$ cat src/rtl/ifetch_pkg.sv
// Shared types and defaults for the instruction-fetch sequencer.
// IFETCH_PERF_EN (define) enables the fetch/flush performance counters in inst_fetch_ctrl.
package ifetch_pkg;
  localparam int          AW_DEF       = 6;
  localparam int          DW_DEF       = 32;
  localparam logic [5:0]  RESET_PC_DEF = 6'h01;
  localparam logic [31:0] NOP          = 32'h0;
  localparam int          PERF_W       = 16;

  typedef enum logic {
    ST_FETCH = 1'b0,
    ST_HALT  = 1'b1
  } if_state_e;

  function automatic logic [PERF_W-1:0] sat_inc(input logic [PERF_W-1:0] v);
    return (&v) ? v : v + PERF_W'(1);
  endfunction
endpackage

$ cat src/rtl/ifetch_fifo.sv
// Small synchronous FIFO holding {pc, inst} pairs; flush beats push/pop.
module ifetch_fifo #(
  parameter int W     = 38,
  parameter int DEPTH = 2,
  parameter int CW    = $clog2(DEPTH) + 1
) (
  input  logic          clk,
  input  logic          rst_n,
  input  logic          push,
  input  logic          pop,
  input  logic          flush,
  input  logic [W-1:0]  din,
  output logic [CW-1:0] count,
  output logic [W-1:0]  head
);
  localparam int PW = $clog2(DEPTH);

  logic [W-1:0]  mem [DEPTH];
  logic [PW-1:0] rd_q, wr_q;

  // DEPTH is a power of two, so pointers wrap for free
  always_ff @(posedge clk) begin
    if (!rst_n || flush) begin
      rd_q  <= '0;
      wr_q  <= '0;
      count <= '0;
    end else begin
      if (push) wr_q <= wr_q + PW'(1);
      if (pop)  rd_q <= rd_q + PW'(1);
      count <= count + CW'(push) - CW'(pop);
    end
  end

  always_ff @(posedge clk) begin
    if (rst_n && !flush && push) mem[wr_q] <= din;
  end

  assign head = mem[rd_q];
endmodule

$ cat src/rtl/inst_fetch_ctrl.sv
// Instruction-fetch sequencer: owns the PC, fetches from a combinational ROM, feeds decode.
// IFETCH_PERF_EN (define) adds saturating fetch_cnt / flush_cnt outputs.
module inst_fetch_ctrl
  import ifetch_pkg::*;
#(
  parameter int            AW       = AW_DEF,
  parameter int            DW       = DW_DEF,
  parameter int            DEPTH    = 2,
  parameter logic [AW-1:0] RESET_PC = AW'(RESET_PC_DEF)
) (
  input  logic          clk,
  input  logic          rst_n,
  output logic [AW-1:0] rom_addr,
  input  logic [DW-1:0] rom_inst,
  output logic          if_valid,
  input  logic          if_ready,
  output logic [DW-1:0] if_inst,
  output logic [AW-1:0] if_pc,
  input  logic          redirect_valid,
  input  logic [AW-1:0] redirect_pc,
  input  logic          halt_req,
  output logic          halted
`ifdef IFETCH_PERF_EN
  ,
  output logic [PERF_W-1:0] fetch_cnt,
  output logic [PERF_W-1:0] flush_cnt
`endif
);
  localparam int CW = $clog2(DEPTH) + 1;

  if_state_e        state_q, state_d;
  logic [AW-1:0]    pc_q;
  logic [CW-1:0]    count;
  logic [AW+DW-1:0] head;
  logic             push, pop;

  // redirect squashes both sides of the handshake
  assign pop  = if_valid & if_ready & ~redirect_valid;
  assign push = (state_q == ST_FETCH) & ~halt_req & ~redirect_valid &
                ((count < CW'(DEPTH)) | pop);

  ifetch_fifo #(.W(AW+DW), .DEPTH(DEPTH), .CW(CW)) u_fifo (
    .clk   (clk),
    .rst_n (rst_n),
    .push  (push),
    .pop   (pop),
    .flush (redirect_valid),
    .din   ({pc_q, rom_inst}),
    .count (count),
    .head  (head)
  );

  always_ff @(posedge clk) begin
    if (!rst_n)              pc_q <= RESET_PC;
    else if (redirect_valid) pc_q <= redirect_pc;
    else if (push)           pc_q <= pc_q + AW'(1);
  end

  always_ff @(posedge clk) begin
    if (!rst_n) state_q <= ST_FETCH;
    else        state_q <= state_d;
  end

  always_comb begin
    state_d = state_q;
    case (state_q)
      ST_FETCH: if (halt_req)  state_d = ST_HALT;
      ST_HALT:  if (!halt_req) state_d = ST_FETCH;
      default:  state_d = ST_FETCH;
    endcase
  end

  always_comb begin
    if_valid = (count != '0);
    halted   = (state_q == ST_HALT) && !if_valid;
    if_pc    = if_valid ? head[AW+DW-1:DW] : '0;
    if_inst  = if_valid ? head[DW-1:0]     : DW'(NOP);
  end

  assign rom_addr = pc_q;

`ifdef IFETCH_PERF_EN
  always_ff @(posedge clk) begin
    if (!rst_n) begin
      fetch_cnt <= '0;
      flush_cnt <= '0;
    end else begin
      if (push)                      fetch_cnt <= sat_inc(fetch_cnt);
      if (redirect_valid && if_valid) flush_cnt <= sat_inc(flush_cnt);
    end
  end
`endif
endmodule

$ cat config.mk
export PLATFORM = sky130hd
export DESIGN_NAME = inst_fetch_ctrl
export DESIGN_NICKNAME = d
export VERILOG_FILES = /design/src/rtl/ifetch_pkg.sv /design/src/rtl/ifetch_fifo.sv /design/src/rtl/inst_fetch_ctrl.sv
export SDC_FILE = /design/constraint.sdc
export NUM_CORES = 1
export LEC_CHECK = 0
export ABC_AREA = 1
export BUFFER_PORTS_ARGS = -buffer_cell sky130_fd_sc_hd__buf_4
export CAP_MARGIN = 40
export CORE_MARGIN = 3
export CORE_UTILIZATION = 52
export DETAILED_ROUTE_END_ITERATION = 7
export PLACE_DENSITY = 0.75
export RECOVER_POWER = 50
export SYNTH_ARGS = -nofsm -noshare
export SYNTH_HDL_FRONTEND = slang
export SYNTH_SLANG_ARGS = --single-unit
$ cat constraint.sdc
create_clock -name clk -period 3.4 [get_ports clk]
set_input_delay 0.51 -clock clk [delete_from_list [all_inputs] [get_ports clk]]
set_output_delay 0.51 -clock clk [all_outputs]
set_load 0.005 [all_outputs]
Yosys cells after proc, flatten, opt, wreduce, memory -nomap -nowiden
Memories as Yosys holds them, arrays and structs flattened. A register that Yosys moved wholly into a read port is not among the register bits.
Cells that the tools add are included.

word-level totals
  word-level logic and storage cells = 39
  input bits = 43
  bits in latches = 0
  register bits = 11
  memory bits (read-only) = 0
  output and inout bits = 46
  memories = 1
  memory bits (writable) = 76

operators by class
  order comparisons = 1
  multiply operators = 0
  bitwise logic cells = 9
  equal/unequal tests = 0
  muxes and demuxes = 9
  $add $sub $neg = 5
  shift operators = 0
  divide/modulo/power cells = 0
  reductions and logical operators = 9

memories
  name        words  bits a word  read ports  clocked after memory_dff  wr ports  RTL line           RTL
  u_fifo.mem  2      38           1           1                         1         ifetch_fifo.sv:18  logic [W-1:0] mem [DEPTH];

operator list
  operator               number
  $mux W32               1
  $mux W6                3
  $add A6 B1 Y6 const B  1
  $and A1 B1 Y1          5
  $mux W1                5
  $reduce_bool A2 Y1     2
  $logic_and A1 B1 Y1    3
  $logic_not A1 Y1       3
  $not A1 Y1             3
  $add A1 B1 Y1 const B  2
  $add A2 B1 Y2          1
  $lt A2 B2 Y1 const B   1
  $sub A2 B1 Y2          1
  $logic_or A1 B1 Y1     1
  $or A1 B1 Y1           1

Depth between registers and ports, before layout
  depth in word-level cells = 8
  mapped depth = 9
  depth with buffers taken out = 9

Cells and area by module
Synthesis repeated with hierarchy kept, for this count alone.

second synthesis, totals
  cells, all modules = 306
  area total of the unflattened synthesis = 3,833.7 µm²

modules (own cells, without submodules)
  module           area an instance (µm²)  instances  seq. area each (µm²)  cells each
  ifetch_fifo      3,049.2                 1          2,382.3               149
  inst_fetch_ctrl  784.5                   1          140.1                 157

Worst setup path after synthesis
No wires, ideal clock.

  kind = input -> register
  start point = in redirect_valid
  end point = mem u_fifo.mem[0][0], enable pin
  arrival = 2.633 ns
  cell stages on the path = 6
  path slack = 0.333 ns
  setup time = 0.434 ns
  data required time = 2.966 ns
  path buffers = 1
  path through = buf_6 o21ai_4 nand2_4 nor2_4 inv_2 nor2_1

between the ends
  longest elaborated chain between the ends = 7
  elaborated cells between the ends (all ways) = 10
  classes of those cells = mux: 2; bitwise: 5; reduce/logical: 3

RTL lines
  element                          RTL line                                      RTL
  start: declaration               inst_fetch_ctrl.sv:19                         input logic redirect_valid,
  $not A1 Y1                       inst_fetch_ctrl.sv:38, inst_fetch_ctrl.sv:39
  $and A1 B1 Y1                    inst_fetch_ctrl.sv:38                         assign pop = if_valid & if_ready & ~redirect_valid;
  $or A1 B1 Y1                     inst_fetch_ctrl.sv:40                         ((count < CW'(DEPTH)) | pop);
  $and A1 B1 Y1                    inst_fetch_ctrl.sv:39                         assign push = (state_q == ST_FETCH) & ~halt_req & ~redirect_valid &
  $logic_and A1 B1 Y1 *            ifetch_fifo.sv:35                             if (rst_n && !flush && push) mem[wr_q] <= din;
  $mux W1 *                        ifetch_fifo.sv:35
  $mux W1 (implied by the code) *  ifetch_fifo.sv:35
  end: declaration                 ifetch_fifo.sv:18

Mark *: on every way between the ends. The rest lies on a longest branch, timed or not.

==> flow_summary.ini <==
[status]
status = finished, final reports clean

[sta]
period_minus_slack_ns = 2.21
setup_ws_ns = 1.19
timing.final.setup_violations = 0
min_period_over_period = 0.650
hold_viol_final = 0
fmax_mhz = 453
worst_pin_slew_ns = 1.02
grt_setup_unrepaired = no
skew_ns = 0.00823
finalSetupTns_ns = 0
slew_headroom = 0.322
drv_slew = 0

[place]
hpwlAfterDp_mm = 4.63
place_congestion = 0.852
dp_slack_ns = 1.28
portBuffers = 88

[floorplan]
ioPinCount = 89
initial_core_util = 0.547
die_area_um2 = 7820
core-area_um2 = 6460
die_w_um = 88.4
die_h_um = 88.4
rows = 29

[yosys]
ys_seq_area_frac = 0.714
synth_cell_types = 27
yosys_warnings = 0
netlist_instances = 303
synth_area_um2 = 3530
syn_area_per_cell_um2 = 11.7
ys_ff_latch = 88
syn_nets = 349
yosysTopAreaCell = edfxtp_1
synth.top_cell.area_share = 0.646
ys_top_cells_by_area = edfxtp_1 65%, nand2_1 11%, dfxtp_1 6.8%, a21oi_1 6.2%, inv_1 1.7%

[worst_setup_path]
required_ns = 2.89
critPathMaxStageDelay_ns = 0.52
startpoint_type = flip-flop
cp_top_family = buffers and inverters
path_depth = 4
arrival_ns = 1.70
r2r_cells = 4
r2r_start = u_fifo.count[1]
path_class = flip-flop to primary output
path_cells = buf_4, nand2_1, a21oi_1, buf_4
critPathMaxFanout = 30
critPathBufInv = 2
slowest_stage = dfxtp_1
cp_common_cell = buf_4
endpoint_kind = primary output

[clocking]
numCtsBuffers = 9
cts_resized = 0
htreeDepth = 3
cts_buffer_depth = 2
clk_latency_ns = 0.34
cts_sinks = 88
post_cts_buffers = 0
hold_buffers = 0
clkTransAtPathRegs_ns = 0.08
root_buffer = clkbuf_8
cts_tree = yes

[routing]
drtAntennaViolNets = 0
drtIter0Drc = 184
drc = 0
drtPass1Iterations = 6
drt-total-wl_mm = 6.98
vias = 2449
wire_per_inst_um = 14.7
vias_per_cell = 5.16

[cells_and_area]
diodes = 0
fillers = 486
drive_gt1_frac = 0.251
area_delta_synth_final_pct = 23.7
final_nets = 440

[grt]
track_usage = 0.185
gr-total-overflow = 0
grt_pass1_wl_mm = 10.7
grt_pass1_vias = 2312
antenna_found_initial = 0
grt_max_degree = 39

[pwr]
static-leakage-power_nw = 1.74
cellPowerDensity_nw_per_um2 = 454
irDropWorstVdd_uv = 223

[run]
cap_violations = 0

[min_path]
min_path_cells = 1
hp-class = primary input to flip-flop
worstHoldStart = rom_inst[18]
-- where the power goes --
group | switching [mW] | total (mW) | internal (mW)
logic | 0.0672 | 0.129 | 0.0622
clock network | 0.321 | 0.654 | 0.333
registers | 0.0126 | 1.20 | 1.19
-- layer usage --
layer  track usage  wire (um)  part of all wire
met1         0.235       2890              0.41
met2         0.303       3570              0.51
met3        0.0345        439             0.063
met4        0.0948         82             0.012
met5             0          0                 0
-- flip-flops by register name (all words and copies together), names as in the netlist, named ones only --
signal	count
u_fifo.wr_q	1
u_fifo.mem	76
state_q	1
u_fifo.rd_q	1
u_fifo.count	2
rom_addr	6
-- stage by stage --
step           cell area [um2]   util  instances  total power, mW  hold WS, ns
2_1_floorplan             3530      -        303             1.28        0.443
3_3_place_gp              4270  0.661        460             1.36        0.475
3_5_place_dp              4270  0.661        460             1.37        0.483
4_1_cts                   4450  0.688        475             2.01        0.335
5_1_grt                   4370  0.677        475             2.05        0.353
6_report                  4370  0.677        475             1.98        0.374
-- worst paths after layout --
kind	endpoint	slack [ns]
min reg2reg	u_fifo.rd_q	0.49
max reg2reg	u_fifo.mem[1][0]	1.47
max	if_inst[30]	1.19
min	u_fifo.mem[0][18]	0.37
-- layout make-up --
class / count / area, um2 / area share
Multi-Input combinational cell: 181 / 852 / 0.195
Clock inverter: 4 / 46.3 / 0.0106
Inverter: 21 / 78.8 / 0.0180
Tap cell: 77 / 96.3 / 0.0220
Timing Repair Buffer: 93 / 643 / 0.147
Clock buffer: 11 / 131 / 0.0301
Sequential cell: 88 / 2520 / 0.577
-- cell usage after synthesis --
cell / instances
a21boi_1: 1
a21oi_1: 44
a21oi_2: 1
buf_2: 8
buf_6: 3
clkbuf_1: 2
dfxtp_1: 12
edfxtp_1: 76
ha_1: 3
inv_1: 16
inv_2: 5
nand2_1: 99
nand2_4: 2
nand3_1: 5
nand4_1: 1
nor2_1: 10
nor2_2: 2
nor2_4: 1
nor3b_1: 1
o211ai_1: 1
o21ai_1: 4
o21ai_4: 1
o21bai_1: 1
o22ai_1: 1
or2_0: 1
xnor2_1: 1
xor2_1: 1
-- placed cells by master, fill, tap and decap left out, drive strengths merged --
master / n
xnor2: 1
a21boi: 1
ha: 3
or2: 1
clkbuf: 53
dfxtp: 12
xor2: 1
buf: 51
edfxtp: 76
bufinv: 1
nand4: 1
o21ai: 5
clkinv: 2
a21oi: 45
o22ai: 1
o211ai: 1
nand2: 101
inv: 21
o21bai: 1
nand3: 5
nor2: 13
nor3b: 1
clkinvlp: 1
-- kinds of logic after synthesis --
group,count (synthesis),synth area share
AOI/OAI and AO/OA,54,0.0832
xor gates and xnor gates,2,0.00496
adders and majority gates,3,0.0106
buffers and inverters,34,0.0453
DFF,88,0.714
and+or+nand+nor,122,0.142
Note: power is estimated with default switching activity, not from simulation.
